===== config.mk =====
export PLATFORM = sky130hd
export DESIGN_NAME = fma_display_sequencer
export DESIGN_NICKNAME = d
export VERILOG_FILES = /design/src/rtl/fma_disp_pkg.sv /design/src/rtl/disp_tick_timer.sv /design/src/rtl/fma_display_sequencer.sv
export SDC_FILE = /design/constraint.sdc
export NUM_CORES = 1
export LEC_CHECK = 0
export CORE_ASPECT_RATIO = 0.5
export CORE_MARGIN = 4
export CORE_UTILIZATION = 46
export DETAILED_ROUTE_END_ITERATION = 8
export PLACE_DENSITY = 0.72
export SYNTH_ARGS = -nofsm -noshare
export SYNTH_HDL_FRONTEND = slang
export SYNTH_SLANG_ARGS = --single-unit

===== constraint.sdc =====
create_clock -name clock_100Mhz -period 1.9 [get_ports clock_100Mhz]
set_input_delay 0.19 -clock clock_100Mhz [delete_from_list [all_inputs] [get_ports clock_100Mhz]]
set_output_delay 0.19 -clock clock_100Mhz [all_outputs]
set_load 0.005 [all_outputs]

===== src/rtl/fma_disp_pkg.sv =====
// fma_disp_pkg: shared constants for the FMA display sequencer.
// Holds source codes, the sequencer state encoding and the default dwell time.
package fma_disp_pkg;

    localparam logic [1:0] SRC_A   = 2'd0;
    localparam logic [1:0] SRC_B   = 2'd1;
    localparam logic [1:0] SRC_C   = 2'd2;
    localparam logic [1:0] SRC_RES = 2'd3;

    typedef enum logic {
        ST_MANUAL = 1'b0,
        ST_AUTO   = 1'b1
    } state_t;

    // 2 s at 100 MHz
    localparam int unsigned DWELL_CYCLES_DEFAULT = 200_000_000;

endpackage


===== src/rtl/disp_tick_timer.sv =====
// disp_tick_timer: counts enabled cycles and pulses tick on the TC-th one.
// Ports: clock_100Mhz, reset (sync, high), clear (count <= 0),
//        enable (count this cycle), tick (count == TC-1 while enabled).
module disp_tick_timer #(
    parameter int unsigned TC = 2
) (
    input  logic clock_100Mhz,
    input  logic reset,
    input  logic clear,
    input  logic enable,
    output logic tick
);

    localparam int unsigned W = (TC > 1) ? $clog2(TC) : 1;
    localparam logic [W-1:0] LAST = W'(TC - 1);

    logic [W-1:0] count_q;

    assign tick = enable && (count_q == LAST);

    always_ff @(posedge clock_100Mhz) begin
        if (reset || clear) begin
            count_q <= '0;
        end else if (tick) begin
            count_q <= '0;
        end else if (enable) begin
            count_q <= count_q + W'(1);
        end
    end

endmodule


===== src/rtl/fma_display_sequencer.sv =====
// fma_display_sequencer: picks operand A/B/C or the FMA result for the hex
// display, from a snapshot taken on each fma_valid strobe.
// Ports: clock_100Mhz, reset (sync, high); op_a/op_b/op_c/fma_result and
//        fma_valid (snapshot strobe); btn_next, btn_mode (debounced pulses);
//        display_word, src_sel, src_led (one-hot), auto_mode, blank.
// Optional: define FMA_DISPLAY_BLINK_NEW_EN to blink the display after a
//           new result; otherwise blank is tied low.
module fma_display_sequencer
    import fma_disp_pkg::*;
#(
    parameter int unsigned DWELL_CYCLES = DWELL_CYCLES_DEFAULT,
    parameter int unsigned BLINK_CYCLES = 25_000_000,
    parameter int unsigned BLINK_PAIRS  = 3
) (
    input  logic        clock_100Mhz,
    input  logic        reset,
    input  logic [15:0] op_a,
    input  logic [15:0] op_b,
    input  logic [15:0] op_c,
    input  logic [15:0] fma_result,
    input  logic        fma_valid,
    input  logic        btn_next,
    input  logic        btn_mode,
    output logic [15:0] display_word,
    output logic [1:0]  src_sel,
    output logic [3:0]  src_led,
    output logic        auto_mode,
    output logic        blank
);

    state_t      state_q, state_d;
    logic [1:0]  src_q, src_d;
    logic [15:0] shadow_q [4];
    logic        dwell_tick;

    // Counter sits at 0 in MANUAL; any strobe or button advance restarts it.
    disp_tick_timer #(
        .TC(DWELL_CYCLES)
    ) u_dwell_timer (
        .clock_100Mhz(clock_100Mhz),
        .reset       (reset),
        .clear       ((state_q == ST_MANUAL) || fma_valid || btn_next),
        .enable      (state_q == ST_AUTO),
        .tick        (dwell_tick)
    );

    always_ff @(posedge clock_100Mhz) begin
        if (reset) begin
            state_q <= ST_MANUAL;
            src_q   <= SRC_RES;
        end else begin
            state_q <= state_d;
            src_q   <= src_d;
        end
    end

    // fma_valid beats btn_next beats expiry; btn_mode acts on its own.
    always_comb begin
        state_d = state_q;
        src_d   = src_q;
        if (btn_mode) begin
            state_d = (state_q == ST_AUTO) ? ST_MANUAL : ST_AUTO;
        end
        if (fma_valid) begin
            src_d = SRC_RES;
        end else if (btn_next || dwell_tick) begin
            src_d = src_q + 2'd1;
        end
    end

    // All four words captured together so the display never mixes results.
    always_ff @(posedge clock_100Mhz) begin
        if (reset) begin
            for (int i = 0; i < 4; i++) begin
                shadow_q[i] <= 16'h0000;
            end
        end else if (fma_valid) begin
            shadow_q[SRC_A]   <= op_a;
            shadow_q[SRC_B]   <= op_b;
            shadow_q[SRC_C]   <= op_c;
            shadow_q[SRC_RES] <= fma_result;
        end
    end

    assign display_word = shadow_q[src_q];
    assign src_sel      = src_q;
    assign src_led      = 4'b0001 << src_q;
    assign auto_mode    = (state_q == ST_AUTO);

`ifdef FMA_DISPLAY_BLINK_NEW_EN
    localparam int unsigned SEGS = 2 * BLINK_PAIRS;
    localparam int unsigned SW   = (SEGS > 1) ? $clog2(SEGS) : 1;
    localparam logic [SW-1:0] LAST_SEG = SW'(SEGS - 1);

    logic          blink_active_q;
    logic          blank_q;
    logic [SW-1:0] seg_q;
    logic          blink_tick;

    disp_tick_timer #(
        .TC(BLINK_CYCLES)
    ) u_blink_timer (
        .clock_100Mhz(clock_100Mhz),
        .reset       (reset),
        .clear       (fma_valid || !blink_active_q),
        .enable      (blink_active_q),
        .tick        (blink_tick)
    );

    // Segment 0 is blanked; each half-period flips blank until the last.
    always_ff @(posedge clock_100Mhz) begin
        if (reset) begin
            blink_active_q <= 1'b0;
            blank_q        <= 1'b0;
            seg_q          <= '0;
        end else if (fma_valid) begin
            blink_active_q <= 1'b1;
            blank_q        <= 1'b1;
            seg_q          <= '0;
        end else if (blink_tick) begin
            if (seg_q == LAST_SEG) begin
                blink_active_q <= 1'b0;
                blank_q        <= 1'b0;
            end else begin
                seg_q   <= seg_q + SW'(1);
                blank_q <= ~blank_q;
            end
        end
    end

    assign blank = blank_q;
`else
    assign blank = 1'b0;
`endif

endmodule


---- Word level (Yosys, flattened, before mapping) ----
Memories as Yosys holds them, arrays and structs flattened. A register that Yosys moved wholly into a read port is not among the register bits.
Index checks and enable logic that the tools add are counted.
word-level totals
  register bits after elaboration ......... 31
  bits in latches ......................... 0
  RAM bits ................................ 64
  memory bits (read-only) ................. 0
  output and inout bits ................... 24
  word-level logic and storage cells ...... 32
  memories kept ........................... 1
operators by class
  $add $sub $neg .......................... 2
  $mul .................................... 0
  divide/modulo/power cells ............... 0
  order comparisons ....................... 0
  eq/ne operators ......................... 1
  shift-type cells ........................ 1
  muxes and demuxes ....................... 12
  bitwise gates (word level) .............. 5
  reduce and logical (&&, ||, !) cells .... 7
memories
  memory    words  bits a word  read ports  clocked after Yosys merged registers in  wr ports  line                         text
  shadow_q  4      16           1           1                                        4         fma_display_sequencer.sv:33  logic [15:0] shadow_q [4];
operators by type and width
  cell                     count
  $mux W16                 4
  $add A28 B1 Y28 const B  1
  $eq A28 B28 Y1 const B   1
  $mux W1                  6
  $logic_or A1 B1 Y1       4
  $mux W2                  2
  $or A1 B1 Y1             4
  $reduce_or A2 Y1         2
  $shl A1 B2 Y4 const A    1
  $add A2 B1 Y2 const B    1
  $logic_and A1 B1 Y1      1
  $not A1 Y1               1

---- Logic depth before layout (Yosys ltp) ----
Gate-level depths: netlist of the first run.
  depth in word-level cells ............... 5
  gate-level depth with buffers ........... 8

---- Hierarchy ----
A second synthesis of the first run with hierarchy kept.
second synthesis, totals
  cells, all modules ...................... 332
  area, all modules ....................... 4346.7 um^2
by module, submodules not included
  module                 times used  cells each  area an instance (um^2)  seq. area each (um^2)
  fma_display_sequencer  1           182         3021.6                   2021.9
  disp_tick_timer        1           150         1325.0                   560.5

---- Least setup slack after synthesis of the first run ----
Ideal clock, no wire load.
  path type ............................... input port to flip-flop
  from .................................... input fma_valid
  to ...................................... memory shadow_q[0][0], enable pin
  library setup time ...................... 0.421 ns
  arrival time ............................ 1.529 ns
  path slack .............................. -0.050 ns
  stages .................................. 2
  path through ............................ nor2_1 > inv_1
RTL lines
  item         line                         text
  from (decl)  fma_display_sequencer.sv:21  input logic fma_valid,
  to (decl)    fma_display_sequencer.sv:33

==> reports/metrics.csv, run 1 <==
metric,value,unit
finish.net_count,508,
synth_flop_cell,edfxtp_1,
cts_setup_buffers,0,
clock_latency,0.34,ns
n_antenna_cell,0,
dp_slack,0.0819,ns
area_growth,30.4,%
num_rows,25,
crit_chain,"buf_8, mux4_2, dlygate4sd2_1",
cp.arrival,1.67,ns
powerDensity,762,nW/um2
cpPeakStageDelay,0.49,ns
hp-class,primary input to register,
cp_num_cells,3,
grt_use_total,16.7,%
post-route-period-util,97.9,%
layout_common_cells,"75 x clkdlybuf4s50_1, 65 x and2_1, 64 x edfxtp_1, 32 x dfxtp_1, 16 x mux4_2",
cp_top_family,multiplexers,
final_area,5930,um2
wl_per_cell,16.7,um
pwr-share-comb,10.3,%
clock-sinks,97,
setup_slack,0.0408,ns
core_area,9540,um2
netlist_instances,339,
grt_antenna_before_repair,0,
start_util,47.7,%
num_io_pins,93,
overflow,0,
rsz0062_at_grt,false,
fmax,538,MHz
place_area,5630,um2
antenna_left,0,
final_common_cell,clkdlybuf4s50_1,
clock_path_buffers,2,
avgSynthCellArea,13.4,um2
synth-seq-area-share,56.7,%
ys_ff_latch,97,
crit_buf_inv,2,
syn-num-nets,413,
synth_async_sr_flop_share,0,%
grt_pass1_wl,15100,um
sequentialPowerShare,53.4,%
cts-root-buf,clkbuf_16,
fin_util,62.2,%
drt_wl_total,9560,um
ys_warn_count,0,
r2r_cells,4,
finalNonFillerCells,574,
p_switching,957,uW
ys_types,42,
worstPathRequired,1.71,ns
netlist_area,4550,um2
firstDrtPassIters,4,
finalSetupViolCount,0,
io_buffer_count,91,
power.total,4.52,mW
max-cap-violations,0,
first_global_vias,3105,
crit_fanout,5,
ctsHoldBuffers,0,
holdWs,0.472,ns
min_period,1.86,ns
die_y,78.3,um
grt_max_degree,69,
dpl.hpwl,6640,um
cp_slowest_cell,mux4_2,
sw_frac_of_total,21.2,%
cts_tree,yes,
dp_cells,557,
p_int,3.57,mW
fin_worst_skew,0.00842,ns
worstSetupPathType,register to output port,
worstHoldPathCells,2,
die_w,149,um
peakVddDrop,0.386,mV
drc_errors,0,
p_clk_share,36.3,%
synth_edf_count,64,
num_vias,2954,
viasPerCell,5.15,
numCtsBuffers,9,
critPathCaptureType,output port,
drv_slew,0,
gp_congestion,0.837,
startpoint_type,register,
drt_iter0_markers,150,
path_clk_slew,0.06,ns
power_leakage,2.15,nW
nFillCells,756,
final_hold_viol_count,0,
tns,0,ns
dieArea,11600,um2
final_layout_size_suffix_gt1_share,17.8,%
status,finished clean,
h-tree-depth,3,
==> worst paths after layout <==
| kind | slack, ns | end | startpoint |
|---|---|---|---|
| hold / removal | 0.47 | auto_mode | reset |
| setup / recovery | 0.04 | display_word[2] | register |
| setup reg to reg | 0.12 | u_dwell_timer.count_q[21] | u_dwell_timer.count_q[9] |
| hold reg to reg | 0.50 | u_dwell_timer.count_q[27] | u_dwell_timer.count_q[27] |
==> kinds of logic (layout without fill, tap and decap cells) <==
logic type | after synthesis | in the layout | share of synthesized area (%)
buf+inv | 24 | 124 | 3.60
fa+ha+maj | 5 | 5 | 1.37
flops | 97 | 97 | 56.7
simple gates | 149 | 149 | 22.6
xor+xnor | 13 | 13 | 2.50
compound gates | 30 | 30 | 4.32
other cells | 1 | 1 | 0.0824
mux | 20 | 20 | 8.80
==> what timing repair did <==
item,CTS,global route
gates resized for setup,23,8
gates cloned,1,0
setup endpoints to repair,16,11
hold endpoints to repair,0,0
==> synthesized netlist by cell type, types with 3 or more instances <==
master | instances | area, um2
a21oi_1 | 9 | 45.0
a21oi_2 | 6 | 52.6
and2_1 | 65 | 407
and3_1 | 4 | 25.0
and4_1 | 6 | 52.6
buf_2 | 3 | 15.0
buf_6 | 4 | 45.0
clkbuf_1 | 9 | 33.8
dfxtp_1 | 33 | 661
edfxtp_1 | 64 | 1920
ha_1 | 5 | 62.6
inv_1 | 4 | 15.0
mux2i_1 | 4 | 40.0
mux4_2 | 16 | 360
nand2_1 | 8 | 30.0
nand3_1 | 12 | 60.1
nand4_1 | 7 | 43.8
nand4_2 | 3 | 37.5
nor2_1 | 6 | 22.5
nor2_4 | 12 | 135
o21ai_0 | 6 | 30.0
o31ai_1 | 8 | 60.1
or3_1 | 4 | 25.0
or4_1 | 8 | 60.1
xor2_1 | 11 | 96.3
==> sequential cells by signal, indices dropped and copies added, names as in the netlist, named ones only <==
name,count
u_dwell_timer.count_q,28
auto_mode,1
shadow_q,64
src_sel,2
==> final cells by class <==
type | count | area (um2) | share of cell area, %
Clock inverter | 5 | 32.5 | 0.548
Inverter | 4 | 18.8 | 0.316
Sequential cell | 97 | 2590 | 43.6
Timing Repair Buffer | 104 | 1080 | 18.1
Multi-Input combinational cell | 218 | 1820 | 30.7
Clock buffer | 11 | 233 | 3.92
Tap cell | 135 | 169 | 2.85
==> per-layer routing <==
| metal | wire length, um | GRT usage (%) | vias to the layer above |
|---|---|---|---|
| li1 | - | - | 1436 |
| met1 | 3820 | 18.8 | 1456 |
| met2 | 5220 | 31.0 | 50 |
| met3 | 414 | 5.59 | 12 |
| met4 | 109 | 3.50 | 0 |
| met5 | 0 | 0 | - |
==> power groups by stage <==
| stage | sequential, mW | clock (mW) | combinational, mW |
|---|---|---|---|
| after global placement | 2.45 | 0 | 0.484 |
| after global routing | 2.42 | 1.77 | 0.501 |
| after CTS | 2.42 | 1.68 | 0.472 |
| after detailed placement | 2.46 | 0 | 0.492 |
| final | 2.41 | 1.64 | 0.466 |
| after floorplan | 2.44 | 0 | 0.207 |
(Power assumes the default switching activity.)
==> inputs of run 2 (changes only) <==
--- a/config.mk
+++ b/config.mk
@@ -9,6 +9,7 @@
 export CORE_MARGIN = 4
 export CORE_UTILIZATION = 46
 export DETAILED_ROUTE_END_ITERATION = 8
+export GPL_ROUTABILITY_DRIVEN = 0
 export PLACE_DENSITY = 0.72
 export SYNTH_ARGS = -nofsm -noshare
 export SYNTH_HDL_FRONTEND = slang
==> results of run 2 <==
No change in the layout: final DEF, timing and power equal those of run 1.
